### src/rtl/ibm.sv
// Inversionless Berlekamp-Massey error-locator engine for BCH(63,51), (255,239) and (1023,983).
// Define IBM_DUAL_LOCATOR_EN to build the second (t=2 only) locator datapath.
module ibm (
    input  logic        i_clk,
    input  logic        i_rst,
    input  logic        i_mode,
    input  logic [1:0]  i_code,
    input  logic        i_clear_and_wen,
    input  logic [9:0]  i_S1,
    input  logic [9:0]  i_S2,
    input  logic [9:0]  i_S3,
    input  logic [9:0]  i_S4,
    input  logic [9:0]  i_S5,
    input  logic [9:0]  i_S6,
    input  logic [9:0]  i_S7,
    input  logic [9:0]  i_S8,
    output logic [9:0]  o_sigma1_0,
    output logic [9:0]  o_sigma1_1,
    output logic [9:0]  o_sigma1_2,
    output logic [9:0]  o_sigma1_3,
    output logic [9:0]  o_sigma1_4,
    output logic [9:0]  o_sigma2_0,
    output logic [9:0]  o_sigma2_1,
    output logic [9:0]  o_sigma2_2,
    output logic        o_valid,
    output logic        o_next_S
);

    localparam int unsigned SW = 10;
    localparam int unsigned NC = 5;
    localparam int unsigned NS = 8;
    localparam int unsigned LW = 4;

    typedef enum logic [1:0] {IDLE, BUSY, DONE} state_t;

    typedef struct packed {
        logic [NC-1:0][SW-1:0] sigma;
        logic [NC-1:0][SW-1:0] tau;
        logic [LW-1:0]         len;
        logic [SW-1:0]         gamma;
    } bm_t;

    localparam bm_t BM_INIT = '{sigma: (NC*SW)'(1), tau: (NC*SW)'(1), len: LW'(0), gamma: SW'(1)};

    // Shift-and-add multiply with per-step reduction by the selected primitive polynomial.
    function automatic logic [SW-1:0] gf_mul(input logic [SW-1:0] a, input logic [SW-1:0] b,
                                             input logic [1:0] code);
        logic [SW:0] r;
        logic [SW:0] poly;
        logic        ovf;
        r = '0;
        case (code)
            2'b00:   poly = 11'h043;
            2'b01:   poly = 11'h11D;
            default: poly = 11'h409;
        endcase
        for (int i = SW - 1; i >= 0; i--) begin
            r = {r[SW-1:0], 1'b0};
            case (code)
                2'b00:   ovf = r[6];
                2'b01:   ovf = r[8];
                default: ovf = r[10];
            endcase
            if (ovf) r = r ^ poly;
            if (b[i]) r = r ^ {1'b0, a};
        end
        return r[SW-1:0];
    endfunction

    function automatic logic [SW-1:0] field_mask(input logic [1:0] code);
        case (code)
            2'b00:   return 10'h03F;
            2'b01:   return 10'h0FF;
            default: return 10'h3FF;
        endcase
    endfunction

    // One SiBM iteration; coefficients above x^t are dropped.
    function automatic bm_t bm_step(input bm_t cur, input logic [NS-1:0][SW-1:0] syn,
                                    input logic [1:0] mu, input logic [1:0] code);
        bm_t           nxt;
        logic [SW-1:0] delta;
        int unsigned   odd;
        nxt   = cur;
        delta = '0;
        odd   = 32'({mu, 1'b1});
        for (int j = 0; j < NC; j++) begin
            if (odd > 32'(j))
                delta = delta ^ gf_mul(cur.sigma[j], syn[3'(odd - 32'(j) - 32'd1)], code);
        end
        nxt.sigma[0] = gf_mul(cur.gamma, cur.sigma[0], code);
        for (int j = 1; j < NC; j++)
            nxt.sigma[j] = gf_mul(cur.gamma, cur.sigma[j], code) ^ gf_mul(delta, cur.tau[j-1], code);
        if (delta != '0 && cur.len <= LW'(mu)) begin
            nxt.tau[0] = '0;
            for (int j = 1; j < NC; j++) nxt.tau[j] = cur.sigma[j-1];
            nxt.len   = LW'({mu, 1'b1}) - cur.len;
            nxt.gamma = delta;
        end else begin
            nxt.tau[0] = '0;
            nxt.tau[1] = '0;
            for (int j = 2; j < NC; j++) nxt.tau[j] = cur.tau[j-2];
        end
        if (code != 2'b10) begin
            for (int j = 3; j < NC; j++) begin
                nxt.sigma[j] = '0;
                nxt.tau[j]   = '0;
            end
        end
        return nxt;
    endfunction

    state_t                  state_q, state_d;
    logic                    valid_d;
    logic                    load_c;
    logic                    accept_c;
    logic                    last_c;
    logic [1:0]              code_q;
    logic [1:0]              mu_q;
    bm_t                     loc1_q, step1_c;
    logic [NS-1:0][SW-1:0]   s_in_c;
    logic [NS-1:0][SW-1:0]   syn1_d, syn1_q;
    logic [SW-1:0]           msk_c;

    assign s_in_c   = {i_S8, i_S7, i_S6, i_S5, i_S4, i_S3, i_S2, i_S1};
    assign accept_c = i_clear_and_wen && (i_code != 2'b11);
    assign last_c   = (mu_q == ((code_q == 2'b10) ? 2'd3 : 2'd1));
    assign step1_c  = bm_step(loc1_q, syn1_q, mu_q, code_q);

    // Syndrome routing and masking to the field width at load time.
    always_comb begin
        msk_c = field_mask(i_code);
        for (int k = 0; k < NS; k++)
            syn1_d[k] = (k < 4 || i_code == 2'b10) ? (s_in_c[k] & msk_c) : '0;
    end

    always_ff @(posedge i_clk or posedge i_rst) begin
        if (i_rst) begin
            state_q  <= IDLE;
            o_valid  <= 1'b0;
            o_next_S <= 1'b0;
        end else begin
            state_q  <= state_d;
            o_valid  <= valid_d;
            o_next_S <= valid_d;
        end
    end

    always_comb begin
        state_d = state_q;
        valid_d = 1'b0;
        load_c  = 1'b0;
        case (state_q)
            IDLE: begin
                if (accept_c) begin
                    state_d = BUSY;
                    load_c  = 1'b1;
                end
            end
            BUSY: begin
                if (last_c) begin
                    state_d = DONE;
                    valid_d = 1'b1;
                end
            end
            DONE: begin
                if (accept_c) begin
                    state_d = BUSY;
                    load_c  = 1'b1;
                end else begin
                    state_d = IDLE;
                end
            end
            default: state_d = IDLE;
        endcase
    end

`ifdef IBM_DUAL_LOCATOR_EN
    logic                  mode_q;
    bm_t                   loc2_q, step2_c;
    logic [NS-1:0][SW-1:0] syn2_d, syn2_q;

    assign step2_c = bm_step(loc2_q, syn2_q, mu_q, code_q);

    // Second locator only exists for t=2 codes and takes S5..S8 as its S1..S4.
    always_comb begin
        syn2_d = '0;
        if (i_code != 2'b10) begin
            for (int k = 0; k < 4; k++) syn2_d[k] = s_in_c[k+4] & msk_c;
        end
    end

    always_ff @(posedge i_clk or posedge i_rst) begin
        if (i_rst) begin
            mode_q     <= 1'b0;
            loc2_q     <= '0;
            syn2_q     <= '0;
            o_sigma2_0 <= '0;
            o_sigma2_1 <= '0;
            o_sigma2_2 <= '0;
        end else if (load_c) begin
            mode_q <= i_mode;
            loc2_q <= BM_INIT;
            syn2_q <= syn2_d;
        end else if (state_q == BUSY) begin
            loc2_q <= step2_c;
            if (last_c) begin
                if (mode_q && code_q != 2'b10) begin
                    o_sigma2_0 <= step2_c.sigma[0];
                    o_sigma2_1 <= step2_c.sigma[1];
                    o_sigma2_2 <= step2_c.sigma[2];
                end else begin
                    o_sigma2_0 <= '0;
                    o_sigma2_1 <= '0;
                    o_sigma2_2 <= '0;
                end
            end
        end
    end
`else
    logic unused_mode_c;
    assign unused_mode_c = i_mode;
    assign o_sigma2_0    = '0;
    assign o_sigma2_1    = '0;
    assign o_sigma2_2    = '0;
`endif

    // Locator 1 datapath, iteration counter and result registers.
    always_ff @(posedge i_clk or posedge i_rst) begin
        if (i_rst) begin
            code_q     <= '0;
            mu_q       <= '0;
            loc1_q     <= '0;
            syn1_q     <= '0;
            o_sigma1_0 <= '0;
            o_sigma1_1 <= '0;
            o_sigma1_2 <= '0;
            o_sigma1_3 <= '0;
            o_sigma1_4 <= '0;
        end else if (load_c) begin
            code_q <= i_code;
            mu_q   <= '0;
            loc1_q <= BM_INIT;
            syn1_q <= syn1_d;
        end else if (state_q == BUSY) begin
            loc1_q <= step1_c;
            mu_q   <= mu_q + 2'd1;
            if (last_c) begin
                o_sigma1_0 <= step1_c.sigma[0];
                o_sigma1_1 <= step1_c.sigma[1];
                o_sigma1_2 <= step1_c.sigma[2];
                o_sigma1_3 <= step1_c.sigma[3];
                o_sigma1_4 <= step1_c.sigma[4];
            end
        end
    end

endmodule

### config.mk
export PLATFORM = sky130hd
export DESIGN_NAME = ibm
export DESIGN_NICKNAME = d
export VERILOG_FILES = /design/src/rtl/ibm.sv
export SDC_FILE = /design/constraint.sdc
export NUM_CORES = 2
export LEC_CHECK = 0
export BUFFER_PORTS_ARGS = -buffer_cell sky130_fd_sc_hd__clkbuf_2
export CAP_MARGIN = 20
export CORE_MARGIN = 8
export CORE_UTILIZATION = 54
export CTS_BUF_LIST = sky130_fd_sc_hd__clkbuf_8
export CTS_CLUSTER_DIAMETER = 200
export DETAILED_ROUTE_END_ITERATION = 10
export MAX_ROUTING_LAYER = met4
export PLACE_DENSITY_LB_ADDON = 0.25
export SKIP_CTS_REPAIR_TIMING = 1
export SLEW_MARGIN = 40
export SYNTH_ARGS = -nofsm -noshare
export SYNTH_HDL_FRONTEND = slang
export SYNTH_SLANG_ARGS = --single-unit
export TNS_END_PERCENT = 1
### constraint.sdc
create_clock -name i_clk -period 31.4 [get_ports i_clk]
set_input_delay 1.57 -clock i_clk [delete_from_list [all_inputs] [get_ports i_clk]]
set_output_delay 1.57 -clock i_clk [all_outputs]
set_load 0.02 [all_outputs]
== After elaboration in Yosys (flattened, before gate mapping) ==
Cells that the tools add are included.

* Bits in registers: 241
* Input port bits: 86
* Output and inout bits: 82
* Logic and storage cells: 901

* Add/sub/neg operators: 10
* Order comparisons: 10
* Eq/ne operators: 11
* Muxes and demuxes: 557
* Bitwise logic cells: 273
* Reductions and logical operators: 12

{| class="wikitable"
|+ Operators by type and width
! operator !! number
|-
| two-way mux 10 bit || 367
|-
| bitwise XOR 10 bit || 264
|-
| one-hot mux 1 bit (2 select lines) || 126
|-
| two-way mux 114 bit || 2
|-
| binary-select mux 10 bit (select 3 bit) || 5
|-
| bitwise AND 10 bit || 8
|-
| two-way mux 50 bit || 1
|-
| two-way mux 1 bit || 45
|-
| two-way mux 20 bit || 2
|-
| less-than comparator 3 x 4 -> 1 bit, second input constant || 5
|-
| one-hot mux 10 bit (2 select lines) || 1
|-
| one-hot mux 9 bit (2 select lines) || 1
|-
| subtractor 3 x 2 -> 3 bit, second input constant || 6
|-
| two-way mux 14 bit || 1
|-
| two-way mux 2 bit || 5
|-
| nonzero test 10 bit || 1
|-
| inequality test 2 bit, second input constant || 4
|-
| equality test 2 x 1 -> 1 bit, second input constant || 3
|-
| equality test 2 bit, second input constant || 3
|-
| greater-than comparator 3 x 2 -> 1 bit, second input constant || 2
|-
| zero test 2 bit || 3
|-
| one-hot mux 2 bit (3 select lines) || 1
|-
| less-or-equal comparator 4 x 2 -> 1 bit || 1
|-
| AND reduction 2 bit || 2
|-
| 12 further kinds || 14
|}

== Depth between registers and ports, before layout ==
* Depth in word-level cells: 120
* Depth in mapped cells: 81
* Depth with buffers taken out: 66

== Least setup slack after synthesis ==
No wires, ideal clock.

* Path kind: reg-to-reg
* Start point: register code_q[1]
* End point: register o_sigma1_2[4]
* Library setup time: 133 ps
* Arrival: 16,627 ps
* Data required time: 31,267 ps
* Setup slack: 14,640 ps
* Stages on the path, launching flop included: 76
* Path buffers: 12
* Period minus slack after synthesis: 16,760 ps
* Cells stage by stage: dfrtp_1 clkbuf_1 nand2b_1 inv_1 clkbuf_1 clkbuf_1 clkbuf_1 buf_1 clkbuf_1 clkbuf_1 clkbuf_1 buf_1 clkbuf_1 ha_1 o21ai_0 xnor2_1 ha_1 clkbuf_1 [... 40 more ...] xnor2_1 xnor2_1 mux2i_1 xnor2_1 ha_1 xor2_1 xnor2_1 nor2_1 xnor2_1 xnor2_1 xnor2_1 xnor2_1 xnor2_1 xnor2_1 xnor2_1 xnor2_1 xnor2_1 o21ai_0

* Word-level cells in the longest chain between the ends: 116
* Elaborated cells between the ends (all ways): 464
* Classes of those cells: 3 x eq/ne; 324 x mux; 135 x bitwise; 2 x reduce/logical

{| class="wikitable"
|+ RTL lines
! element !! line !! source
|-
| start: declaration || 118 || <nowiki>logic [1:0] code_q;</nowiki>
|-
| start signal: assignment || 241 || <nowiki>code_q <= i_code;</nowiki>
|-
| equality test 2 x 1 -> 1 bit or zero test 2 bit (tied branches) || 52, 59 ||
|-
| one-hot mux 9 bit (2 select lines) || 52 || <nowiki>case (code)</nowiki>
|-
| two-way mux 10 bit || 88 || <nowiki>if (odd > 32'(j))</nowiki>
|-
| two-way mux 10 bit || 64 || <nowiki>if (ovf) r = r ^ poly;</nowiki>
|-
| two-way mux 10 bit || 88 ||
|-
| bitwise XOR 10 bit || 65 || <nowiki>if (b[i]) r = r ^ {1'b0, a};</nowiki>
|-
| two-way mux 10 bit || 65 ||
|-
| two-way mux 10 bit || 88 ||
|-
| [... 100 more ...] || n/a ||
|-
| two-way mux 10 bit || 64 ||
|-
| bitwise XOR 10 bit || 65 ||
|-
| two-way mux 10 bit || 65 ||
|-
| one-hot mux 1 bit (2 select lines) or bitwise XOR 10 bit (tied branches) || 59, 64 ||
|-
| two-way mux 10 bit || 64 ||
|-
| bitwise XOR 10 bit || 65 ||
|-
| two-way mux 10 bit || 65 ||
|-
| bitwise XOR 10 bit || 93 || <nowiki>nxt.sigma[j] = gf_mul(cur.gamma, cur.sigma[j], code) ^ gf_mul(delta, cur.tau[j-1], code);</nowiki>
|-
| end signal: assignment || 251 || <nowiki>o_sigma1_2 <= step1_c.sigma[2];</nowiki>
|-
| end: declaration || 19 || <nowiki>output logic [9:0] o_sigma1_2,</nowiki>
|}

Parallel ways exist; a longest one is shown, timed or not. The select of a mux whose other input is x is not followed.
A chain may end at the register's enable or synchronous reset.

== Worst setup path after layout ==
* Start point: register mu_q[1]
* End point: register loc1_q[88] in the netlist's numbering

* Word-level cells in the longest chain between the ends: 117
* Elaborated cells between the ends (all ways): 421
* Classes of those cells: 8 x add/sub; 4 x order compare; 296 x mux; 113 x bitwise

{| class="wikitable"
|+ RTL lines
! element !! line !! source
|-
| start: declaration || 119 || <nowiki>logic [1:0] mu_q;</nowiki>
|-
| start signal: assignment || 247 || <nowiki>mu_q <= mu_q + 2'd1;</nowiki>
|-
| subtractor 3 x 1 -> 3 bit || 89 || <nowiki>delta = delta ^ gf_mul(cur.sigma[j], syn[3'(odd - 32'(j) - 32'd1)], code);</nowiki>
|-
| subtractor 3 x 2 -> 3 bit || 89 ||
|-
| binary-select mux 10 bit (select 3 bit) || 89 ||
|-
| two-way mux 10 bit (implied by the code) || 89 ||
|-
| two-way mux 10 bit || 65 ||
|-
| two-way mux 10 bit || 88 ||
|-
| one-hot mux 1 bit (2 select lines) || 59 || <nowiki>case (code)</nowiki>
|-
| two-way mux 1 bit || 88 ||
|-
| [... 101 more ...] || n/a ||
|-
| two-way mux 10 bit || 65 ||
|-
| one-hot mux 1 bit (2 select lines) or bitwise XOR 10 bit (tied branches) || 59, 64 ||
|-
| two-way mux 10 bit || 64 ||
|-
| bitwise XOR 10 bit || 65 ||
|-
| two-way mux 10 bit * || 65 ||
|-
| bitwise XOR 10 bit * || 93 ||
|-
| two-way mux 114 bit * || 245 || <nowiki>end else if (state_q == BUSY) begin</nowiki>
|-
| two-way mux 114 bit * || 240 || <nowiki>end else if (load_c) begin</nowiki>
|-
| end signal: assignment || 246 || <nowiki>loc1_q <= step1_c;</nowiki>
|-
| end: declaration || 120 || <nowiki>bm_t loc1_q, step1_c;</nowiki>
|}

Every way passes the cells marked *; elsewhere a longest branch is shown, timed or not. The select of a mux whose other input is x is not followed.

==> impl_metrics.ini <==
[status]
outcome = complete, no violations

[finish]
syn2layout_area_growth_pct = 4.397
design_area_mm2 = 0.04415
layout.cells.non_filler = 6803
n_fill_cell = 7255
post-route-util_pct = 56.99
final_common_cell = nand2_1
drive_above_1_share_pct = 8.743
layout_common_cells = nand2_1 (1737), xnor2_1 (1140), xor2_1 (322)
layout.nets = 5932

[yosys]
synth.distinct_cells = 117
synth.avg_cell_area_um2 = 7.159
synthesis.area_mm2 = 0.04229
synth_edf_count = 0
ys.flop_type = dfrtp_1
ys_seq_elements = 232
synth_cells = 5907
ys_warn_count = 0
yosysSeqAreaShare_pct = 13.73
async_flop_share_pct = 100.0

[global_routing]
grt_use_total_pct = 33.34
grt_first_pass_wirelength_um = 225400
grt.met2_usage_pct = 50.25
grt-busiest-layer = met2
antenna_found_initial = 9
grt.overflow.total = 0
grt_util_met3_pct = 5.837
grt_start_max_net_pins = 144
use_met1_pct = 44.17
grt_pass1_vias = 38950

[floorplanning]
ios = 168
start_util_pct = 54.59
dieArea_mm2 = 0.08752
die_w_um = 295.8
rows = 102
core-area_mm2 = 0.07747
die_h_um = 295.8

[drt]
vias = 41580
drt_wl_total_um = 146300
drt_first_pass_iters = 5
wl_per_cell_um = 21.50
drt_iter0_drc = 4946
viasPerCell = 6.112
drc = 0
ant_nets = 0

[placement]
dpl.hpwl_um = 102400
gp_congestion = 0.9720
place_inst = 6721
dpl_cell_area_mm2 = 0.04319
port_buffers = 136

[timing]
hold_violations = 0
min_period_ns = 15.04
tightest_slew_ns = 0.9738
setup_viol = 0
rsz0062_at_grt = false
max_freq_mhz = 66.49
period_share_pct = 47.90
finalMaxSlewViolations = 0
relSlewSlack_pct = 34.61
clock_skew_ns = 0.04422
tns_ns = 0

[worst_hold_path]
hold_path.class = reg2reg

[cts]
cts.sinks = 232
clockRootBuffer = clkbuf_8
htreeDepth = 2
tritoncts = done
numCtsBuffers = 40
clkTransAtPathRegs_ns = 0.06
insertion_delay_ns = 0.63
clockBufferDepth = 3

[setup_path]
critPathMaxStageDelay_ns = 0.68
startpoint_type = register
worst-setup-path-type = reg2reg
worstPathRequired_ns = 31.86
critPathCaptureType = register
critPathMaxFanout = 33
slowest_stage = dfrtp_2
cpMostUsedCell = xnor2_1
cp.arrival_ns = 15.50

[run]
cap_violations = 0
## area by class of cell
type                            count  area [um2]  area share (%)
Tap cell                         1040        1301           2.947
Sequential cell                   232        5824           13.19
Multi-Input combinational cell   5143       34310           77.70
Timing Repair Buffer              251        1580           3.579
Antenna cell                       10       25.02         0.05668
Clock inverter                     22       200.2          0.4535
Inverter                           55       224.0          0.5073
Clock buffer                       50       688.2           1.559
## registers in the layout, indices dropped and copies added, names as in the netlist
register and flops:
code_q 2, loc1_q 95, mu_q 2, o_next_S 1, o_sigma1_0 10, o_sigma1_1 10, o_sigma1_2 10, o_sigma1_3 10
o_sigma1_4 10, state_q 2, syn1_q 80
## through the flow
stage	hold slack [ns]	worst slack [ns]
floorplan	0.4502	14.64
global placement	0.4622	16.95
detailed placement	0.4609	16.79
CTS	0.4837	16.66
global route	0.4954	15.29
finish	0.4860	16.36
## routing by layer
layer  wire length [um]  share of wire [%]
met1              60990                 42
met2              63670                 44
met3              15500                 11
met4               6135                4.2
met5                  0                  0
## synth_stat cells (32+ instances only)
| library cell | n | area share, % |
|---|---|---|
| a211oi_1 | 44 | 0.78 |
| a21oi_1 | 153 | 1.8 |
| a22o_1 | 53 | 1.1 |
| a31oi_1 | 38 | 0.56 |
| and2_1 | 32 | 0.47 |
| buf_1 | 116 | 1.0 |
| buf_2 | 55 | 0.65 |
| buf_4 | 39 | 0.69 |
| clkbuf_1 | 282 | 2.5 |
| dfrtp_1 | 232 | 14 |
| ha_1 | 122 | 3.6 |
| inv_1 | 54 | 0.48 |
| mux2i_1 | 164 | 3.9 |
| mux4_2 | 49 | 2.6 |
| nand2_1 | 1740 | 15 |
| nand3_1 | 121 | 1.4 |
| nor2_1 | 255 | 2.3 |
| nor3_1 | 56 | 0.66 |
| o21ai_0 | 214 | 2.5 |
| or3_1 | 32 | 0.47 |
| xnor2_1 | 1148 | 24 |
| xor2_1 | 324 | 6.7 |
## path summary, 6_finish.rpt
| path | from | end | slack [ns] | cells past startpoint |
|---|---|---|---|---|
| worst max-delay path | mu_q[1]$_DFFE_PP0P_ | loc1_q[88]$_DFFE_PP0P_ | 16.36 | 67 |
| worst min-delay path | loc1_q[110]$_DFFE_PP0P_ | loc1_q[110]$_DFFE_PP0P_ | 0.49 | 2 |
| worst max register to register | mu_q[1]$_DFFE_PP0P_ | loc1_q[88]$_DFFE_PP0P_ | 16.36 | 67 |
| worst min register to register | loc1_q[110]$_DFFE_PP0P_ | loc1_q[110]$_DFFE_PP0P_ | 0.49 | 2 |
| max in group asynchronous | i_rst | o_sigma1_3[7]$_DFFE_PP0P_ | 28.58 | 4 |
| min in group asynchronous | i_rst | syn1_q[10]$_DFFE_PP0P_ | 1.07 | 2 |
## cell families (layout without fill, tap and decap cells)
kind of cell | Yosys count | in the layout | synth area share (%)
compound gates | 822 | 822 | 13.03
xor+xnor | 1522 | 1522 | 32.99
fa+ha+maj | 123 | 123 | 3.657
buf+inv | 561 | 378 | 5.737
flops | 232 | 232 | 13.73
mux | 234 | 234 | 7.086
other cells | 1 | 40 | 0.008867
simple gates | 2412 | 2412 | 23.77
## worst max-delay path, delay by kind of cell (launching register included)
family          cells  cell delay [ns]
simple gates       10             0.98
xor+xnor           28             5.44
fa+ha+maj           9             2.93
flops               1             0.68
compound gates      8             1.87
mux                 6             1.54
buf+inv             6             1.35
Power is not shown: default switching activity piles up to over one toggle a cycle in this logic, so the estimate is an artifact.
